[src/rtl/bp_nonsynth_mem_latency_shim_if.sv]
`default_nettype none
// ============================================================================
// Module      : bp_nonsynth_mem_latency_shim_if
// Description : Valid/ready message channel into the latency shim and
//               valid/yumi channel out of it.
// Revision    : 1.0 - initial release
// ============================================================================
interface bp_nonsynth_mem_latency_shim_if #(
  parameter int width_p = 1,
  parameter int els_p   = 16
);
  logic [width_p-1:0]         data_i;
  logic                       v_i;
  logic                       ready_o;
  logic [width_p-1:0]         data_o;
  logic                       v_o;
  logic                       yumi_i;
  logic [$clog2(els_p+1)-1:0] count_o;

  // master: the testbench/client side; slave: the shim itself
  modport master (
    output data_i, v_i, yumi_i,
    input  ready_o, data_o, v_o, count_o
  );
  modport slave (
    input  data_i, v_i, yumi_i,
    output ready_o, data_o, v_o, count_o
  );
endinterface
`default_nettype wire

[src/rtl/bp_nonsynth_mem_latency_shim.sv]
`default_nettype none
// ============================================================================
// Module      : bp_nonsynth_mem_latency_shim
// Description : In-order latency-injection buffer; each message is held until
//               its release time (fixed, fixed+LFSR jitter, or minimal).
// Revision    : 1.0 - initial release
// ============================================================================
module bp_nonsynth_mem_latency_shim #(
  parameter int          width_p         = 1,
  parameter int          els_p           = 16,
  parameter int          mode_p          = 0,
  parameter int          fixed_latency_p = 100,
  parameter int          jitter_width_p  = 4,
  parameter logic [15:0] seed_p          = 16'hACE1,
  parameter int          cycle_width_p   = 32
) (
  input wire logic                    clk_i,
  input wire logic                    reset_i,
  bp_nonsynth_mem_latency_shim_if.slave link
);

  localparam int c_ptr_w = $clog2(els_p);
  localparam int c_cnt_w = $clog2(els_p + 1);
  localparam int c_cw    = cycle_width_p;

  logic [width_p-1:0] r_data_mem [els_p];
  logic [c_cw-1:0]    r_rel_mem  [els_p];
  logic [c_ptr_w-1:0] r_wptr;
  logic [c_ptr_w-1:0] r_rptr;
  logic [c_cnt_w-1:0] r_count;
  logic [c_cw-1:0]    r_now;
  logic [c_cw-1:0]    r_last_release;
  logic [15:0]        r_lfsr;

  logic               w_full;
  logic               w_empty;
  logic [c_cw-1:0]    w_head_diff;
  logic               w_head_ready;
  logic               w_enq;
  logic               w_deq;
  logic [c_cnt_w-1:0] w_count_after_deq;
  logic [c_cw-1:0]    w_latency;
  logic [c_cw-1:0]    w_cand;
  logic [c_cw-1:0]    w_cand_diff;
  logic [c_cw-1:0]    w_release;
  logic               w_lfsr_fb;

  generate
    if (mode_p == 1) begin : g_jitter
      assign w_latency = c_cw'(fixed_latency_p) + c_cw'(r_lfsr[jitter_width_p-1:0]);
    end else if (mode_p == 2) begin : g_minimal
      assign w_latency = c_cw'(1);
    end else begin : g_fixed
      assign w_latency = c_cw'(fixed_latency_p);
    end
  endgenerate

  assign w_full            = (r_count == c_cnt_w'(els_p));
  assign w_empty           = (r_count == '0);
  // Signed-difference compares keep release checks correct across wrap of now
  assign w_head_diff       = r_now - r_rel_mem[r_rptr];
  assign w_head_ready      = ~w_empty & ~w_head_diff[c_cw-1];
  assign w_enq             = link.v_i & ~w_full;
  assign w_deq             = link.yumi_i & w_head_ready;
  assign w_count_after_deq = r_count - c_cnt_w'(w_deq);
  assign w_cand            = r_now + w_latency;
  assign w_cand_diff       = w_cand - r_last_release;
  // Clamping to the previous release keeps release times monotonic, so order holds
  assign w_release         = ((w_count_after_deq != '0) && w_cand_diff[c_cw-1])
                             ? r_last_release : w_cand;
  assign w_lfsr_fb         = r_lfsr[0] ^ r_lfsr[2] ^ r_lfsr[3] ^ r_lfsr[5];

  always_ff @(posedge clk_i) begin
    if (reset_i) begin
      r_now          <= '0;
      r_lfsr         <= seed_p;
      r_wptr         <= '0;
      r_rptr         <= '0;
      r_count        <= '0;
      r_last_release <= '0;
    end else begin
      r_now   <= r_now + c_cw'(1);
      r_count <= r_count + c_cnt_w'(w_enq) - c_cnt_w'(w_deq);
      if (w_enq) begin
        r_wptr         <= r_wptr + c_ptr_w'(1);
        r_last_release <= w_release;
        r_lfsr         <= {w_lfsr_fb, r_lfsr[15:1]};
      end
      if (w_deq) begin
        r_rptr <= r_rptr + c_ptr_w'(1);
      end
    end
  end

  always_ff @(posedge clk_i) begin
    if (w_enq) begin
      r_data_mem[r_wptr] <= link.data_i;
      r_rel_mem[r_wptr]  <= w_release;
    end
  end

  assign link.ready_o = ~w_full;
  assign link.v_o     = w_head_ready;
  assign link.data_o  = r_data_mem[r_rptr];
  assign link.count_o = r_count;

  a_yumi_needs_valid: assert property (@(posedge clk_i) disable iff (reset_i)
    link.yumi_i |-> link.v_o);
  a_data_held_while_stalled: assert property (@(posedge clk_i) disable iff (reset_i)
    (link.v_i && !link.ready_o) |=> (!link.v_i || $stable(link.data_i)));

endmodule
`default_nettype wire
[src/flat_wrapper.sv]
// flat-port wrapper written by rule: the top's interface ports become plain ports
module bp_nonsynth_mem_latency_shim_flat 
#(
  parameter int          width_p         = 1,
  parameter int          els_p           = 16,
  parameter int          mode_p          = 0,
  parameter int          fixed_latency_p = 100,
  parameter int          jitter_width_p  = 4,
  parameter logic [15:0] seed_p          = 16'hACE1,
  parameter int          cycle_width_p   = 32
)
  (clk_i, reset_i, link_data_i, link_v_i, link_yumi_i, link_ready_o, link_data_o, link_v_o, link_count_o);
  bp_nonsynth_mem_latency_shim_if #(.width_p(width_p), .els_p(els_p)) link_i ();
  input wire logic clk_i;
  input wire logic reset_i;
  input wire logic [$bits(link_i.data_i)-1:0] link_data_i;
  input wire logic [$bits(link_i.v_i)-1:0] link_v_i;
  input wire logic [$bits(link_i.yumi_i)-1:0] link_yumi_i;
  output wire logic [$bits(link_i.ready_o)-1:0] link_ready_o;
  output wire logic [$bits(link_i.data_o)-1:0] link_data_o;
  output wire logic [$bits(link_i.v_o)-1:0] link_v_o;
  output wire logic [$bits(link_i.count_o)-1:0] link_count_o;
  assign link_i.data_i = link_data_i;
  assign link_i.v_i = link_v_i;
  assign link_i.yumi_i = link_yumi_i;
  assign link_ready_o = link_i.ready_o;
  assign link_data_o = link_i.data_o;
  assign link_v_o = link_i.v_o;
  assign link_count_o = link_i.count_o;
  bp_nonsynth_mem_latency_shim #(.width_p(width_p), .els_p(els_p), .mode_p(mode_p), .fixed_latency_p(fixed_latency_p), .jitter_width_p(jitter_width_p), .seed_p(seed_p), .cycle_width_p(cycle_width_p)) u_core (.clk_i(clk_i), .reset_i(reset_i), .link(link_i));
endmodule
[config.mk]
export PLATFORM = sky130hd
export DESIGN_NAME = bp_nonsynth_mem_latency_shim_flat
export DESIGN_NICKNAME = d
export VERILOG_FILES = /design/src/rtl/bp_nonsynth_mem_latency_shim_if.sv /design/src/rtl/bp_nonsynth_mem_latency_shim.sv /design/src/flat_wrapper.sv
export SDC_FILE = /design/constraint.sdc
export NUM_CORES = 1
export LEC_CHECK = 0
export BUFFER_PORTS_ARGS = -buffer_cell sky130_fd_sc_hd__buf_4
export CAP_MARGIN = 20
export CORE_MARGIN = 3
export CORE_UTILIZATION = 50
export CTS_BUF_LIST = sky130_fd_sc_hd__clkbuf_8
export CTS_CLUSTER_DIAMETER = 120
export DETAILED_ROUTE_END_ITERATION = 10
export PLACE_DENSITY = 0.69
export SYNTH_ARGS = -nofsm -noshare
export SYNTH_HDL_FRONTEND = slang
export SYNTH_SLANG_ARGS = --single-unit
[constraint.sdc]
create_clock -name clk_i -period 9.4 [get_ports clk_i]
set_input_delay 0 -clock clk_i [delete_from_list [all_inputs] [get_ports clk_i]]
set_output_delay 0 -clock clk_i [all_outputs]
set_load 0.01 [all_outputs]
==> metrics.sh, run 1 <==
DPL.HPWL_UM=31800
DPL_WORST_SLACK_NS=1.28
MOSTFREQUENTLAYOUTCELL='edfxtp_1'
LAYOUT_MIN_CYCLE_TIME_NS=8.10
MAXSLEWVIOLCOUNT=0
CLK_LATENCY_NS=0.68
SYNTH_SEQ_AREA_SHARE_PCT=68.2
REG2REG_DEPTH=19
GRT_ANTENNA_BEFORE_REPAIR=0
WORST-SETUP-PATH-TYPE='register to register'
WORST-SLEW-PIN-TRANSITION_NS=1.11
MAXIMUM_NUMBER_OF_PINS_ON_ONE_NET_BEFORE_GLOBAL_ROUTE_REPAIR=79
LAYOUT.CELLS.MOST_COMMON_LIST='edfxtp_1, mux4_2, inv_1'
SYNTHSIMPLEGATEAREAFRAC_PCT=5.14
YOSYSTOPAREACELLSHARE_PCT=61.8
DIE_WIDTH_UM=232
VDD.IR_DROP.WORST_mV=0.210
PIN_COUNT=13
POST-ROUTE-CELL-AREA_MM2=0.0285
GLOBALROUTE.TOTALOVERFLOW=0
YOSYS-MUX-AREA-FRACTION_PCT=14.7
POSTLAYOUTCOREUTIL_PCT=56.6
SYNTH_COMPOUND_GATE_AREA_SHARE_PCT=3.63
CTS_BUFFERS=92
CLKSINKCOUNT=609
DESIGN.DIE.AREA_MM2=0.0540
WIRE_PER_INST_UM=24.9
STARTPOINT_KIND_OF_THE_WORST_SETUP_TIMING_PATH='register'
AREA_SHARE_OF_FA_HA_MAJ_CELLS_AFTER_SYNTHESIS_PCT=3.74
TIMING.MAX_SLEW.REL_SLACK_PCT=26.2
CTSLONGESTPATHBUFFERS=3
POSTROUTEANTENNANETS=0
COUNT_OF_STANDARD_CELL_ROWS=82
COUNT_OF_BUFFERS_INSERTED_AT_THE_TOP_LEVEL_PORTS=12
SYNTH-MAIN-FF-CELL='edfxtp_1'
RUN_STATUS='finished clean'
DRCVIOLATIONCOUNT=0
SYNTH_TOP_CELLS_BY_AREA='edfxtp_1, mux4_2, dfxtp_1'
CP.REQUIRED_NS=9.71
CORE_AREA_MM2=0.0504
POSTSYNTHCELLCOUNT=1504
SYNTH_TOP_FAMILY_BY_AREA='multiplexers'
DETAIL_ROUTE.WIRELENGTH_UM=58000
DETAIL_ROUTE.VIAS_PER_CELL=6.02
YS.WARNINGS.COUNT=0
SYNTH_SEQ_CELLS=609
SYNTHESIS.NETS=1585
FINAL_CRITICAL_PATH_SETUP_SLACK_NS=1.30
TIMING.SETUP.TNS_NS=0
SYN-MEAN-INSTANCE-AREA_UM2=17.0
FIN_NETS=1669
VIAS=14000
CTS.REPAIR.RESIZED=0
MIN_PATH_TYPE='primary input to register'
DRT-INITIAL-DRC-COUNT=1407
MAX_FREQ_MHz=123
HOLD-PATH-CELL-COUNT=2
FINAL.SETUP_SKEW_NS=0.0256
LEAKAGEPOWER_nW=9.44
POST_CTS.REPAIR.SETUP_BUFFERS=0
SYNTH_CELL_TYPES=54
ROUTABILITYCONGESTION=0.878
FIRSTDRTPASSITERS=5
GRT_FIRST_PASS_WIRELENGTH_UM=87600
DRV.MAX_CAP_VIOLATION_COUNT=0
RSZ0062_AT_GRT='no'
SYNTH_AREA_LEADER_CELL='edfxtp_1'
CTS-HOLD-FIX-BUFFERS=5
SYNTH_EDF_COUNT=528
REPORT.FINAL.SETUP_VIOL=0
ENDPOINT_KIND='register'
HOLD_VIOLATIONS=0
P_PER_AREA_mW_PER_MM2=322
LAYOUT-AREA-OVERHEAD-VS-SYNTH_PCT=11.1
CTS_TREE='yes'
CP_MAX_FO=43
ASYNC_FLOP_SHARE_PCT=0
TOTAL_GLOBAL_ROUTING_TRACK_UTILIZATION_PCT=22.0
NUMBER_OF_GLOBAL_ROUTE_VIAS_BEFORE_REPAIR=13800
POST_ROUTE_CELLS_DRIVE_ABOVE_1_SHARE_PCT=22.6
PLACEMENT.CELL_AREA_MM2=0.0267
FLOORPLAN.DIE.HEIGHT_UM=232
LAYOUT_WORST_PATH_CYCLE_SHARE_PCT=86.2
POST_SYNTH_INSTANCE_AREA_MM2=0.0256
POST_SYNTH_XOR_AREA_FRACTION_PCT=2.10
WORSTPATHARRIVAL_NS=8.42
HTREE_NUM_LEVELS=3
FLOORPLAN.INITIALDENSITY_PCT=50.9
CLK_PIN_SLEW_WORST_PATHS_NS=0.06
CELL_AT_THE_ROOT_OF_THE_CLOCK_TREE='clkbuf_8'
cell usage after synthesis, types with 2 or more instances:
cell / instances
and4_1: 3
a2111oi_0: 2
mux2i_4: 2
nor2b_1: 5
clkbuf_2: 3
mux2_2: 3
buf_1: 7
o21ai_0: 31
mux2i_1: 4
nand4_1: 19
nor2_1: 99
buf_6: 3
a21o_1: 7
ha_1: 75
edfxtp_1: 528
xor2_1: 33
inv_1: 76
a211oi_1: 30
a221o_1: 2
a31oi_1: 2
nand2_1: 49
xnor2_1: 24
buf_2: 20
nand2b_1: 5
clkbuf_1: 40
nand3b_1: 3
and2_1: 2
dfxtp_1: 81
o211ai_1: 3
nand3_1: 28
o21ai_1: 2
nor4_1: 9
buf_4: 5
or3_1: 11
a21oi_1: 69
and3_1: 6
mux4_2: 162
nor3_1: 35
kinds of logic after synthesis:
family          count (synthesis)
xor+xnor                       59
flops                         609
compound gates                155
simple gates                  279
mux                           171
buf+inv                       155
fa+ha+maj                      76
final timing paths:
path,from,to,slack [ns]
worst max-delay path,register,u_core.r_rel_mem[0][6]$_DFFE_PP_,1.30
worst min-delay path,link_data_i,u_core.r_data_mem[5]$_DFFE_PP_,0.18
worst max register to register,register,u_core.r_rel_mem[0][6]$_DFFE_PP_,1.30
worst min register to register,u_core.r_last_release[5]$_SDFFE_PP0P_,u_core.r_last_release[5]$_SDFFE_PP0P_,0.48
power breakdown:
part           switching, W  internal (W)
sequential         0.000103       0.00418
clock               0.00101       0.00101
combinational       0.00190      0.000982
total               0.00301       0.00617
critical path, stage by stage, from the launching register on:
cell,delay [ns]
dfxtp_4,0.83
buf_12,0.30
mux4_2,0.52
mux4_2,0.53
inv_1,0.10
ha_1,0.23
nand4_1,0.16
nor4_1,0.08
a2111oi_0,0.64
o211ai_1,0.24
a31o_2,0.37
mux2i_4,0.30
ha_1,0.30
inv_1,0.07
ha_1,0.29
nor4_1,0.60
and2b_1,0.29
mux2_2,0.54
buf_4,0.36
a21oi_1,0.91
metal layers:
metal	vias to the layer above	global-route usage [%]	wire (µm)
met5	-	0	0
met2	590	33.4	27200
met4	0	8.31	1800
met1	7234	32.5	25100
met3	106	3.61	3970
li1	6075	-	-
area by class of cell:
cell class	instances	area [µm²]
diodes	1	2.50
clock buffers	93	1280
inverters	77	289
multi-input cells	740	7620
clock inverters	68	400
well taps	672	841
repair buffers	68	573
flip-flops and latches	609	17500
fillers	3831	21900
state kept, by name, indices dropped and copies added, names as in the netlist, named ones only:
name	count
u_core.link.count_o	5
u_core.r_rel_mem	512
u_core.r_last_release	32
u_core.r_wptr	4
u_core.r_now	32
u_core.r_data_mem	16
u_core.r_rptr	4
stage by stage:
step / hold slack [ns] / instances / total power (W)
4_1_cts: 0.127 / 2317 / 0.00912
6_report: 0.182 / 2328 / 0.00918
3_5_place_dp: 0.322 / 2151 / 0.00710
5_1_grt: 0.180 / 2327 / 0.00966
3_3_place_gp: 0.306 / 2151 / 0.00699
2_1_floorplan: 0.0989 / 1504 / 0.00614
Note: power is estimated with default switching activity, not from simulation.
==> run 2, diff against run 1 <==
--- a/config.mk
+++ b/config.mk
@@ -8,11 +8,11 @@
 export BUFFER_PORTS_ARGS = -buffer_cell sky130_fd_sc_hd__buf_4
 export CAP_MARGIN = 20
 export CORE_MARGIN = 3
-export CORE_UTILIZATION = 50
+export CORE_UTILIZATION = 43
 export CTS_BUF_LIST = sky130_fd_sc_hd__clkbuf_8
 export CTS_CLUSTER_DIAMETER = 120
 export DETAILED_ROUTE_END_ITERATION = 10
-export PLACE_DENSITY = 0.69
+export PLACE_DENSITY = 0.62
 export SYNTH_ARGS = -nofsm -noshare
 export SYNTH_HDL_FRONTEND = slang
 export SYNTH_SLANG_ARGS = --single-unit
==> run 2 against run 1 <==
- utilization shrank 7.7 points
- final cell count is 4.3% higher
- routed wire length up 3.6%
- highest routed layer is now met5
- critical endpoint is now u_core.r_rel_mem[5][13]$_DFFE_PP_
- critical path type unchanged
- via count shrank 0.50%
- critical path depth did not move
==> metrics.sh, run 2 (synthesized netlist as in run 1, its figures left out) <==
TIMING.MAX_SLEW.REL_SLACK_PCT=25.1
CLKSINKCOUNT=609
CP_SLOWEST_STAGE_DELAY_NS=0.88
DRV.MAX_CAP_VIOLATION_COUNT=0
GRT_FIRST_PASS_WIRELENGTH_UM=90300
RSZ0062_AT_GRT='no'
WORST-SLEW-PIN-TRANSITION_NS=1.12
LEAKAGEPOWER_nW=9.44
POWER_FRAC_CLOCK_PCT=21.7
DRT-INITIAL-DRC-COUNT=1321
SEQCELLAREA_MM2=0.0175
DESIGN.DIE.AREA_MM2=0.0626
WORST-SETUP-PATH-TYPE='register to register'
CRIT_PATH_TOP_DELAY_CELL='a21oi_1'
HTREE_NUM_LEVELS=3
MAXSLEWVIOLCOUNT=0
SW_FRAC_OF_TOTAL_PCT=32.9
NUMBER_OF_GLOBAL_ROUTE_VIAS_BEFORE_REPAIR=14300
P_PER_AREA_mW_PER_MM2=318
WIRE_PER_INST_UM=24.7
P_INT_W=0.00609
HOLD_VIOLATIONS=0
COUNT_OF_BUFFERS_INSERTED_AT_THE_TOP_LEVEL_PORTS=12
P_TOTAL_W=0.00907
POWER_FRAC_COMB_PCT=31.2
CPMOSTUSEDCELL='ha_1'
FINAL.SETUP_SKEW_NS=0.0315
COUNT_OF_STANDARD_CELL_ROWS=88
CP.BUFFERS_INVERTERS=4
TIMING.CRITICAL_PATH.MAX_DELAY_FAMILY='multiplexers'
FILLERINSTANCES=4832
MAXIMUM_NUMBER_OF_PINS_ON_ONE_NET_BEFORE_GLOBAL_ROUTE_REPAIR=79
VIAS=13900
PIN_COUNT=13
STARTPOINT_KIND_OF_THE_WORST_SETUP_TIMING_PATH='register'
FLOORPLAN.INITIALDENSITY_PCT=43.9
GLOBALROUTE.TOTALOVERFLOW=0
LARGEST_REGISTER_FF_COUNT=512
CLK_LATENCY_NS=0.69
LAYOUT_MIN_CYCLE_TIME_NS=8.13
MOSTFREQUENTLAYOUTCELL='edfxtp_1'
CRIT_PATH_CELL_TRACE='buf_12 -> mux4_2 -> mux4_2 -> inv_1 -> ha_1 -> nand4_1 -> nor4_1 -> nand2_1 -> o211ai_1 -> a31o_2 -> mux2i_4 -> ha_1 -> inv_1 -> ha_1 -> nor4_1 -> and2b_1 -> mux2_2 -> buf_4 -> a21oi_1'
CTS_TREE='yes'
WORSTPATHARRIVAL_NS=8.46
POST_ROUTE_CELLS_DRIVE_ABOVE_1_SHARE_PCT=21.8
NETSWITCHINGPOWER_W=0.00299
FIRSTDRTPASSITERS=5
MULTIINPUTGATEAREA_MM2=0.00762
FINAL_CELLS=2428
CORE_AREA_MM2=0.0584
HOLD-WORST-SLACK_NS=0.181
LAYOUT-AREA-OVERHEAD-VS-SYNTH_PCT=11.3
POST_CTS.REPAIR.SETUP_BUFFERS=0
CTSLONGESTPATHBUFFERS=3
CELL_AT_THE_ROOT_OF_THE_CLOCK_TREE='clkbuf_8'
MIN_PATH_TYPE='primary input to register'
ROUTABILITYCONGESTION=0.860
CLK_PIN_SLEW_WORST_PATHS_NS=0.07
TOTAL_GLOBAL_ROUTING_TRACK_UTILIZATION_PCT=19.4
DETAIL_ROUTE.WIRELENGTH_UM=60100
GRT_ANTENNA_BEFORE_REPAIR=3
MAX_FREQ_MHz=123
CP_MAX_FO=72
CTS_BUFFERS=95
DETAIL_ROUTE.VIAS_PER_CELL=5.74
LAYOUT.CELLS.MOST_COMMON_LIST='edfxtp_1, mux4_2, inv_1'
N_ANTENNA_CELL=0
VDD.IR_DROP.WORST_mV=0.167
CP.REQUIRED_NS=9.73
LAYOUT_WORST_PATH_CYCLE_SHARE_PCT=86.5
LARGEST_REGISTER='u_core.r_rel_mem'
RUN_STATUS='finished clean'
FIN_NETS=1667
REPORT.FINAL.SETUP_VIOL=0
DPL.HPWL_UM=33400
FLOORPLAN.DIE.HEIGHT_UM=250
DIE_WIDTH_UM=250
BIGGESTREGSBYFLOPS='u_core.r_rel_mem x512, u_core.r_last_release x32, u_core.r_now x32'
POWER.SEQUENTIAL.FRACTION_PCT=47.1
PLACE.DETAILED.INSTANCES=2240
DRCVIOLATIONCOUNT=0
ENDPOINT_KIND='register'
POSTROUTEANTENNANETS=0
TIMING.SETUP.TNS_NS=0
## run 2: cell types whose count changed in the layout (fill, tap and decap cells not counted), sizes merged
cell         change
buf              -4
bufinv           -3
clkbuf           +2
clkinv           +5
clkinvlp         -1
diode            -1
dlygate4sd3      -1
inv             +10
## run 2: worst paths after layout
kind	startpoint	endpoint	slack, ns	cells past startpoint
worst max-delay path	register	u_core.r_rel_mem[5][13]$_DFFE_PP_	1.27	19
worst min-delay path	link_data_i	u_core.r_data_mem[8]$_DFFE_PP_	0.18	2
worst max register to register	register	u_core.r_rel_mem[5][13]$_DFFE_PP_	1.27	19
worst min register to register	u_core.r_last_release[3]$_SDFFE_PP0P_	u_core.r_last_release[3]$_SDFFE_PP0P_	0.49	2
## run 2: power groups by stage
stage | clock [W] | sequential (W) | combinational (W)
after global routing | 0.00215 | 0.00430 | 0.00313
after detailed placement | 0 | 0.00435 | 0.00271
after global placement | 0 | 0.00434 | 0.00260
final | 0.00197 | 0.00428 | 0.00283
after floorplan | 0 | 0.00429 | 0.00185
after CTS | 0.00202 | 0.00430 | 0.00272
## run 2: metrics by stage
stage | utilization, % | cell area, µm² | worst slack (ns)
4_1_cts | 48.8 | 28500 | 1.13
3_3_place_gp | 45.9 | 26800 | 1.38
5_1_grt | 48.9 | 28500 | 0.765
3_5_place_dp | 45.9 | 26800 | 1.18
2_1_floorplan | - | 25600 | 2.75
6_report | 48.9 | 28500 | 1.27
## run 2: area by class of cell
cell class | count | share of cell area, %
clock buffer | 95 | 4.58
clock inverter | 79 | 1.24
inverter | 77 | 1.01
multi-input combinational | 740 | 26.7
sequential | 609 | 61.3
tap | 765 | 3.35
timing repair buffer | 63 | 1.82
## run 2: layer usage
layer / global-route usage [%] / routed length [µm] / vias to the layer above
met2: 29.6 / 27700 / 500
met3: 4.10 / 4370 / 121
li1: - / - / 6097
met4: 7.81 / 1960 / 4
met1: 27.3 / 26100 / 7213
met5: 0 / 27 / -
## run 2: timing repair
action,in CTS,in global routing
hold endpoints to repair,94,0
gates resized for setup,0,0
setup endpoints to repair,0,0
hold buffers,4,0
==> run 3, diff against run 2 <==
==> constraint.sdc (replaced) <==
create_clock -name clk_i -period 9.7 [get_ports clk_i]
set_input_delay 0 -clock clk_i [delete_from_list [all_inputs] [get_ports clk_i]]
set_output_delay 0 -clock clk_i [all_outputs]
set_load 0.01 [all_outputs]
==> run 3 against run 2 <==
- clock power up 3%
- first-iteration DRC count up 18%
- critical path depth unchanged
- total power down 1.4%
- cell area up 0.67%
- non-clock buffer count up 6
- critical path type unchanged
- largest cell class unchanged
==> metrics.sh, run 3 (synthesized netlist as in run 1, its figures left out) <==
SW_FRAC_OF_TOTAL_PCT=32.6
DRT-INITIAL-DRC-COUNT=1563
LARGEST_REGISTER_FF_COUNT=512
POWER_FRAC_CLOCK_PCT=22.7
CTSLONGESTPATHBUFFERS=3
MAX_FREQ_MHz=122
MAXIMUM_NUMBER_OF_PINS_ON_ONE_NET_BEFORE_GLOBAL_ROUTE_REPAIR=79
CLK_PIN_SLEW_WORST_PATHS_NS=0.06
CP.REQUIRED_NS=10.01
CRIT_PATH_TOP_DELAY_CELL='a21oi_1'
LARGEST_REGISTER='u_core.r_rel_mem'
TIMING.SETUP.TNS_NS=0
CTS_BUFFERS=97
STARTPOINT_KIND_OF_THE_WORST_SETUP_TIMING_PATH='register'
MIN_PATH_TYPE='primary input to register'
DPL_WORST_SLACK_NS=1.40
LAYOUT_WORST_PATH_CYCLE_SHARE_PCT=84.6
WORST-SLEW-PIN-TRANSITION_NS=1.14
TIMING.MAX_SLEW.REL_SLACK_PCT=24.3
MAXSLEWVIOLCOUNT=0
POST_ROUTE_CELLS_DRIVE_ABOVE_1_SHARE_PCT=22.5
PIN_COUNT=13
LAYOUT_MIN_CYCLE_TIME_NS=8.20
RUN_STATUS='finished clean'
REG2REG_DEPTH=19
POWER_FRAC_COMB_PCT=31.0
SEQCELLAREA_MM2=0.0175
COUNT_OF_BUFFERS_INSERTED_AT_THE_TOP_LEVEL_PORTS=12
WORST-PATH-STAGES=19
HOLD_VIOLATIONS=0
LAYOUT.CELLS.MOST_COMMON_LIST='edfxtp_1, mux4_2, inv_1'
LAYOUT-AREA-OVERHEAD-VS-SYNTH_PCT=12.0
CP_MAX_FO=71
DETAIL_ROUTE.VIAS_PER_CELL=5.70
FINAL_CRITICAL_PATH_SETUP_SLACK_NS=1.50
NUMBER_OF_GLOBAL_ROUTE_VIAS_BEFORE_REPAIR=14000
P_PER_AREA_mW_PER_MM2=311
ROUTABILITYCONGESTION=0.874
POWER.SEQUENTIAL.FRACTION_PCT=46.3
P_INT_W=0.00603
VIAS=13900
CTS_TREE='yes'
FIRSTDRTPASSITERS=5
DPL.HPWL_UM=33800
FIN_NETS=1675
RSZ0062_AT_GRT='no'
TOTAL_GLOBAL_ROUTING_TRACK_UTILIZATION_PCT=19.6
VDD.IR_DROP.WORST_mV=0.176
REPORT.FINAL.SETUP_VIOL=0
GRT_ANTENNA_BEFORE_REPAIR=3
CLKSINKCOUNT=609
CTS-HOLD-FIX-BUFFERS=5
DRCVIOLATIONCOUNT=0
CP_SLOWEST_STAGE_DELAY_NS=0.90
CPMOSTUSEDCELL='ha_1'
GLOBALROUTE.TOTALOVERFLOW=0
POST_CTS.REPAIR.SETUP_BUFFERS=0
DETAIL_ROUTE.WIRELENGTH_UM=61000
CLK_LATENCY_NS=0.69
POSTROUTEANTENNANETS=0
WORSTPATHARRIVAL_NS=8.51
DESIGN.DIE.AREA_MM2=0.0626
PLACE.DETAILED.INSTANCES=2241
CP.BUFFERS_INVERTERS=4
ENDPOINT_KIND='register'
HOLD-PATH-CELL-COUNT=2
WORST-SETUP-PATH-TYPE='register to register'
DRV.MAX_CAP_VIOLATION_COUNT=0
WIRE_PER_INST_UM=25.0
DIE_WIDTH_UM=250
CRIT_PATH_CELL_TRACE='buf_12 -> mux4_2 -> mux4_2 -> inv_1 -> ha_1 -> nand4_1 -> nor4_1 -> nand2_1 -> o211ai_1 -> a31o_2 -> mux2i_4 -> ha_1 -> inv_1 -> ha_1 -> nor4_1 -> and2b_1 -> mux2_2 -> buf_4 -> a21oi_1'
NETSWITCHINGPOWER_W=0.00292
MOSTFREQUENTLAYOUTCELL='edfxtp_1'
FLOORPLAN.DIE.HEIGHT_UM=250
FLOORPLAN.INITIALDENSITY_PCT=43.9
COUNT_OF_STANDARD_CELL_ROWS=88
FINAL.SETUP_SKEW_NS=0.0360
CTS.REPAIR.RESIZED=0
LEAKAGEPOWER_nW=9.53
CELL_AT_THE_ROOT_OF_THE_CLOCK_TREE='clkbuf_8'
FINAL_CELLS=2444
TIMING.CRITICAL_PATH.MAX_DELAY_FAMILY='multiplexers'
CORE_AREA_MM2=0.0584
MULTIINPUTGATEAREA_MM2=0.00763
GRT_FIRST_PASS_WIRELENGTH_UM=91300
HTREE_NUM_LEVELS=3
FILLERINSTANCES=4831
P_TOTAL_W=0.00895
BIGGESTREGSBYFLOPS='u_core.r_rel_mem x512, u_core.r_last_release x32, u_core.r_now x32'
run 3: cell types whose count changed in the layout (fill, tap and decap cells not counted), sizes merged:
cell	delta
dlygate4sd3	+1
inv	+1
diode	+3
clkinv	-4
buf	+5
bufinv	+3
clkinvlp	+3
clkbuf	+4
run 3: worst reg2reg max path: cells and delay by family, from the launching register on:
family	cells	cell delay (ns)
AND/OR/NAND/NOR	5	1.74
AO/OA/AOI/OAI	3	1.33
adder cells (fa/ha/maj)	3	0.80
flip-flops	1	0.74
multiplexers	4	2.19
buffers and inverters	4	1.03
run 3: area by class of cell:
type,count,share of cell area [%]
multi-input cells,740,26.5
well taps,765,3.33
repair buffers,69,1.98
diodes,3,0.0261
inverters,77,1.01
clock inverters,82,1.50
clock buffers,99,4.74
flip-flops and latches,609,60.9
run 3: worst paths after layout:
path	start	end	slack, ns
max reg2reg	register	u_core.r_rel_mem[5][4]$_DFFE_PP_	1.50
min	link_data_i	u_core.r_data_mem[9]$_DFFE_PP_	0.24
min reg2reg	u_core.r_last_release[1]$_SDFFE_PP0P_	u_core.r_last_release[1]$_SDFFE_PP0P_	0.48
max	register	u_core.r_rel_mem[5][4]$_DFFE_PP_	1.50
run 3: layer usage:
| metal | global-route usage (%) | part of all wire [%] | vias up |
|---|---|---|---|
| met5 | 0 | 0.021 | - |
| met1 | 28.3 | 44 | 7272 |
| met4 | 6.26 | 2.1 | 2 |
| li1 | - | - | 6115 |
| met3 | 3.79 | 6.4 | 67 |
| met2 | 30.3 | 48 | 476 |
run 3: stage by stage:
stage	util, %	hold slack (ns)	instance area (µm²)
after floorplan	-	0.0989	25600
after global placement	45.9	0.290	26800
final	49.2	0.237	28700
after detailed placement	45.9	0.317	26800
after global routing	49.2	0.223	28700
after CTS	49.0	0.177	28600
run 3: power by group through the flow:
stage               registers [W]  logic (W)  clock network (W)
global placement          0.00421    0.00254                  0
CTS                       0.00417    0.00264            0.00208
floorplan                 0.00416    0.00179                  0
global route              0.00416    0.00305            0.00221
detailed placement        0.00422    0.00264                  0
finish                    0.00414    0.00278            0.00203
